### src/rtl/data_mem_p.sv
// Simple dual-port data RAM, registered read with valid strobe, write-first bypass, clear-after-reset.
// Optional macro DATA_MEM_PARITY_EN adds a stored even-parity bit per word and the par_err output.
module data_mem_p #(
    parameter int DATA_W = 8,
    parameter int ADDR_W = 8,
    parameter int DEPTH  = 256
) (
    input  logic              clk,
    input  logic              rst,
    input  logic              wr_en,
    input  logic [ADDR_W-1:0] wr_addr,
    input  logic [DATA_W-1:0] wr_data,
    input  logic              rd_en,
    input  logic [ADDR_W-1:0] rd_addr,
    output logic [DATA_W-1:0] rd_data,
    output logic              rd_valid,
    output logic              busy
`ifdef DATA_MEM_PARITY_EN
    ,
    output logic              par_err
`endif
);

    typedef enum logic {CLEAR, READY} state_t;

    localparam logic [ADDR_W:0]   DEPTH_L = (ADDR_W+1)'(DEPTH);
    localparam logic [ADDR_W-1:0] LAST    = ADDR_W'(DEPTH - 1);

    state_t            state, state_nxt;
    logic [ADDR_W-1:0] clr_cnt;
    logic [DATA_W-1:0] mem [DEPTH];
`ifdef DATA_MEM_PARITY_EN
    logic              mem_par [DEPTH];
`endif

    logic accept, wr_ok, rd_ok, rd_in, collide;

    always_ff @(posedge clk) begin
        if (rst) begin
            state   <= CLEAR;
            clr_cnt <= '0;
        end else begin
            state <= state_nxt;
            if (state == CLEAR)
                clr_cnt <= clr_cnt + 1'b1;
        end
    end

    always_comb begin
        state_nxt = state;
        busy      = 1'b1;
        case (state)
            CLEAR: if (clr_cnt == LAST) state_nxt = READY;
            READY: busy = 1'b0;
            default: state_nxt = CLEAR;
        endcase
    end

    assign accept  = (state == READY);
    assign wr_ok   = accept && wr_en && ({1'b0, wr_addr} < DEPTH_L);
    assign rd_ok   = accept && rd_en;
    assign rd_in   = ({1'b0, rd_addr} < DEPTH_L);
    // Only a write that actually lands can be bypassed to the read port.
    assign collide = wr_ok && rd_en && (wr_addr == rd_addr);

    always_ff @(posedge clk) begin
        if (!rst) begin
            if (state == CLEAR) begin
                mem[clr_cnt] <= '0;
`ifdef DATA_MEM_PARITY_EN
                mem_par[clr_cnt] <= 1'b0;
`endif
            end else if (wr_ok) begin
                mem[wr_addr] <= wr_data;
`ifdef DATA_MEM_PARITY_EN
                mem_par[wr_addr] <= ^wr_data;
`endif
            end
        end
    end

    always_ff @(posedge clk) begin
        if (rst) begin
            rd_data  <= '0;
            rd_valid <= 1'b0;
`ifdef DATA_MEM_PARITY_EN
            par_err  <= 1'b0;
`endif
        end else begin
            rd_valid <= rd_ok;
`ifdef DATA_MEM_PARITY_EN
            par_err  <= rd_ok && !collide && rd_in && ((^mem[rd_addr]) != mem_par[rd_addr]);
`endif
            if (rd_ok) begin
                if (collide)
                    rd_data <= wr_data;
                else if (rd_in)
                    rd_data <= mem[rd_addr];
                else
                    rd_data <= '0;
            end
        end
    end

endmodule
### config.mk
export PLATFORM = sky130hd
export DESIGN_NAME = data_mem_p
export DESIGN_NICKNAME = d
export VERILOG_FILES = /design/src/rtl/data_mem_p.sv
export SDC_FILE = /design/constraint.sdc
export NUM_CORES = 2
export LEC_CHECK = 0
export CAP_MARGIN = 10
export CORE_UTILIZATION = 55
export CTS_BUF_LIST = sky130_fd_sc_hd__clkbuf_16
export CTS_CLUSTER_DIAMETER = 50
export DETAILED_ROUTE_END_ITERATION = 16
export PLACE_DENSITY_LB_ADDON = 0.1
export SYNTH_ARGS = -nofsm -noshare
export SYNTH_HDL_FRONTEND = slang
export SYNTH_SLANG_ARGS = --single-unit
### constraint.sdc
create_clock -name clk -period 16.5 [get_ports clk]
set_clock_uncertainty 0.05 [all_clocks]
set_input_delay 3.3 -clock clk [delete_from_list [all_inputs] [get_ports clk]]
set_output_delay 3.3 -clock clk [all_outputs]
set_load 0.01 [all_outputs]
After elaboration in Yosys (flattened, before gate mapping)

Memory sizes are Yosys's and may differ from the RTL's. A register that Yosys moved wholly into a read port is not among the register bits.
Cells that the tools add are included.

Reductions and logical operators: 3
Equal/unequal tests: 1
Muxes and demuxes: 12
Add/sub/neg operators: 1

Operators with widths:

| kind                                                           | number |
|---|---|
| 8-bit two-way mux                                              | 2 |
| 1-bit two-way mux                                              | 10 |
| 8-bit by 1-bit adder with 8-bit output (second input constant) | 1 |
| 8-bit == test (second input constant)                          | 1 |
| 8-bit OR reduction                                             | 1 |
| 1-bit logical AND                                              | 2 |

Bits in registers: 10
Bits of input ports: 28
Logic and storage cells: 21
RAM bits: 2048
Memories: 1
Output and inout bits: 10

Memory list:

| memory | words | bits a word | rd ports | clocked after memory_dff | wr ports | line | source |
|---|---|---|---|---|---|---|---|
| mem    | 256   | 8           | 1        | 1                        | 1        | 31   | `logic [DATA_W-1:0] mem [DEPTH];` |

Logic depth before layout (Yosys ltp)

Depth in word-level cells: 7
Mapped depth: 13
Depth with buffers taken out: 7

Least setup slack after synthesis

OpenSTA, ideal clock, no wires.

Path kind: input -> register
Start: in rst
End: mem mem[0][0], data pin
Required time: 15.577 ns
Stages on the path: 5
Slack: 8.284 ns
Data arrival time: 7.294 ns
Library setup time: 0.873 ns
Buffers on the path: 3
Cells stage by stage: and3b_1 buf_2 buf_6 clkbuf_1 and2_1

Longest elaborated chain between the ends: 4

Ends and longest elaborated chain:

| item                                    | line | source |
|---|---|---|
| start: declaration                      | 9    | `input logic rst,` |
| 1-bit two-way mux                       | 67   | `if (!rst) begin` |
| 1-bit two-way mux (not written as such) | 74   | `mem[wr_addr] <= wr_data;` |
| 8-bit OR reduction (no line)            | n/a  |  |
| 8-bit two-way mux (no line)             | n/a  |  |
| end: declaration                        | 31   |  |

No other way between the ends.

Final worst setup path

Start: in rst
End: mem mem[179][6], enable pin

Longest elaborated chain between the ends: 4
Elaborated cells on any way between the ends: 7
Classes of those cells: mux: 6; reduce/logical: 1

Ends and longest elaborated chain:

| item                                                                    | line |
|---|---|
| 1-bit two-way mux                                                       | 67 |
| 1-bit two-way mux (not written as such)                                 | 74 |
| 8-bit OR reduction (no line)                                            | n/a |
| 8-bit two-way mux (no line) / 1-bit two-way mux (equally long branches) | n/a |

Parallel ways exist; a longest one is shown, timed or not.

==> flow_metrics.py <==
metrics = {
    "status": {
        "status": "complete, no violations",
    },
    "synth": {
        "netlist_instances": 3947,
        "synth.area.top_cells": "edfxtp_1 (75%), mux4_2 (8.6%), mux4_1 (4.1%)",
        "synth_top_flop_cell": "edfxtp_1",
        "syn-mean-instance-area_um2": 20.7,
        "syn_area_mm2": 0.0818,
        "synthDistinctLibCells": 80,
        "ys_warn_count": 0,
        "ys_async_sr_fraction": 0,
        "synth_top_area_cell": "edfxtp_1",
        "synth_fp_nets": 3976,
        "ys_seq_area_frac": 0.756,
        "ys_ff_latch": 2066,
        "synth_top_area_share": 0.752,
        "synth-edff-count": 2048,
    },
    "pwr": {
        "p_total_w": 0.0106,
        "sw_frac_of_total": 0.212,
        "clkPwrFrac": 0.431,
        "p_int_w": 0.00839,
        "p_sw_w": 0.00225,
        "sequentialPowerShare": 0.534,
        "p_leak_nw": 32.7,
        "combinationalPowerShare": 0.035,
        "pwr_density_cell_mw_per_mm2": 118,
        "peakVddDrop_v": 0.0000968,
    },
    "place": {
        "place_congestion": 0.895,
        "hpwl_um": 132000,
        "io_buffers": 37,
    },
    "global_route": {
        "grt_use_met1": 0.427,
        "grt.busiest_layer": "met2",
        "antenna_found_initial": 11,
        "grt_pass1_wl_um": 310000,
        "grt_usage": 0.294,
        "grt_use_met3": 0.0620,
        "grt_max_degree": 202,
        "grt_pass1_vias": 40700,
        "met2_usage": 0.443,
        "globalRouteOverflowTotal": 0,
    },
    "hold_path": {
        "min_delay_path_depth": 2,
        "hp-class": "flop to flop",
    },
    "drt": {
        "wl_per_cell_um": 35.7,
        "drc": 0,
        "vias": 41500,
        "ant_nets": 0,
        "wl_um": 220000,
        "drt_pre_antenna_iters": 5,
        "drtIter0Drc": 5092,
        "via_per_inst": 6.73,
    },
    "sta": {
        "tns_ps": 0,
        "slew_headroom": 0.116,
        "hold_violations": 0,
        "slew_violations": 0,
        "worst_slew_pin_slew_ps": 1310,
        "min_period_over_period": 0.442,
        "fmax_mhz": 137,
        "setup_viol": 0,
        "rsz0062_at_grt": "false",
        "period_needed_ps": 7290,
    },
    "cells_and_area": {
        "final_nets": 4080,
        "utilization": 0.611,
        "layout-drive-gt1-share": 0.183,
        "syn_to_final_growth_pct": 10.3,
        "fillers": 10300,
    },
    "worst_setup_path": {
        "critPathKind": "input pin to flop",
        "crit_start": "rst",
        "reg2reg_depth": 6,
        "critical_path.endpoint": "mem[179][6]$_DFFE_PP_",
        "worst-path-max-fanout": 30,
        "r2r-start": "accept$_SDFF_PP0_",
        "critPathLaunchType": "input pin",
        "r2r_end": "mem[53][6]$_DFFE_PP_",
        "required_ps": 16870,
        "critPathArrivalTime_ps": 7670,
        "reg2reg_slack_ps": 11750,
        "cp-end-kind": "flop",
    },
    "clock_network": {
        "clk_path_buf_depth": 3,
        "post_cts_buffers": 0,
        "clock_latency_ps": 840,
        "cts_tree": "yes",
        "cts_hold_buf": 0,
        "cts.clk_slew.worst_paths_ps": 60,
        "cts-buffers-inserted": 208,
        "clockRootBuffer": "clkbuf_16",
        "cts_resized": 0,
        "cts-htree-levels": 4,
        "cts_sinks": 2066,
    },
    "die": {
        "io_pins": 38,
        "die_h_um": 388,
        "rows": 141,
        "dieArea_mm2": 0.150,
        "fp.dieW_um": 388,
        "initial_core_util": 0.554,
        "coreArea_mm2": 0.148,
    },
    "flow_run": {
        "drv_cap": 0,
    },
}
[cell type report]
type | count | area [µm²] | area share
inverter | 7 | 40.0 | 0.000444
clock buffer | 211 | 5280 | 0.0585
timing repair buffer | 132 | 1130 | 0.0126
sequential | 2066 | 61900 | 0.686
tap | 1930 | 2410 | 0.0268
clock inverter | 176 | 1360 | 0.0150
multi-input combinational | 1636 | 18100 | 0.201
antenna | 4 | 10.0 | 0.000111
[cells in the final DEF, fill, tap and decap left out, types with 21 or more instances in the layout]
| cell | netlist | final |
|---|---|---|
| edfxtp_1 | 2048 | 2048 |
| mux4_2 | 313 | 313 |
| nor2_1 | 311 | 308 |
| clkbuf_16 | 0 | 211 |
| mux2i_1 | 183 | 183 |
| mux4_1 | 129 | 129 |
| nand2_1 | 96 | 96 |
| a22oi_1 | 94 | 94 |
| buf_4 | 6 | 91 |
| a21oi_1 | 54 | 53 |
| clkinv_1 | 0 | 50 |
| inv_1 | 6 | 49 |
| o22ai_1 | 49 | 49 |
| nand3_1 | 52 | 46 |
| clkdlybuf4s50_1 | 0 | 32 |
| clkinv_2 | 0 | 31 |
| o21ai_0 | 25 | 25 |
| a31oi_1 | 24 | 24 |
| a211oi_1 | 23 | 22 |
| nor2b_1 | 24 | 21 |
[power groups by stage]
| stage | clock network [W] | logic (W) | registers, W |
|---|---|---|---|
| finish | 0.00459 | 0.000369 | 0.00569 |
| CTS | 0.00463 | 0.000364 | 0.00569 |
| global route | 0.00482 | 0.000376 | 0.00568 |
| detailed placement | 0 | 0.000363 | 0.00580 |
| global placement | 0 | 0.000363 | 0.00580 |
| floorplan | 0 | 0.000237 | 0.00580 |
[registers in the layout, indices dropped and copies added (netlist names)]
name / cells
accept: 1
clr_cnt: 8
mem: 2048
rd_data: 8
rd_valid: 1
[worst min path at each step]
stage / startpoint / to / slack [ps]
after floorplan: clr_cnt[7]$_SDFFE_PP0N_ / accept$_SDFF_PP0_ / 420
after global placement: clr_cnt[6]$_SDFFE_PP0N_ / clr_cnt[6]$_SDFFE_PP0N_ / 480
after detailed placement: clr_cnt[6]$_SDFFE_PP0N_ / clr_cnt[6]$_SDFFE_PP0N_ / 480
after CTS: clr_cnt[7]$_SDFFE_PP0N_ / clr_cnt[7]$_SDFFE_PP0N_ / 500
after global routing: clr_cnt[7]$_SDFFE_PP0N_ / clr_cnt[7]$_SDFFE_PP0N_ / 510
final: clr_cnt[5]$_SDFFE_PP0N_ / clr_cnt[5]$_SDFFE_PP0N_ / 500
[cells by family (layout without fill, tap and decap cells)]
group,Yosys count,count (layout),share of synthesized area
buffers and inverters,245,526,0.0241
other,0,4,0
and+or+nand+nor,606,606,0.0337
xor gates and xnor gates,16,16,0.00171
muxes,639,639,0.152
adders and majority gates,1,1,0.000153
AOI/OAI and AO/OA,374,374,0.0323
DFF,2066,2066,0.756
[critical path, cell delays in order]
cell	delay, ps
clkdlybuf4s50_1	460
buf_4	350
and3b_1	450
buf_4	320
or3_1	350
o31ai_2	210
nand3_2	1040
nor2_1	1160
[synthesized netlist by cell type, drive strengths merged, types with 7 or more instances]
cell,instances
o22ai,49
o21ai,31
a2111oi,7
mux2,14
a221oi,21
o32ai,8
a22o,15
xor2,10
nand4,11
nor2,315
dfxtp,18
mux4,442
a31oi,24
a22oi,94
and2,27
or4,8
nand2,96
a21oi,54
mux2i,183
nor4,8
nor3,19
clkbuf,98
a211oi,23
nand3,52
edfxtp,2048
nand2b,12
nand3b,8
nor2b,24
buf,138
o221ai,17
[layer usage]
metal	share of wire	up-vias
met3	0.098	459
li1	-	16700
met2	0.46	2323
met1	0.40	21900
met4	0.042	6
met5	0.00018	-
[metrics by stage]
step / hold WS, ps / instance area (µm²) / worst slack, ps / cells
global route: 512 / 90200 / 8980 / 6158
detailed placement: 481 / 83500 / 8330 / 5771
global placement: 475 / 83500 / 8060 / 5770
floorplan: 422 / 81800 / 8280 / 3947
CTS: 497 / 90200 / 9210 / 6158
finish: 505 / 90200 / 9210 / 6162
Note: power is estimated with default switching activity, not from simulation.
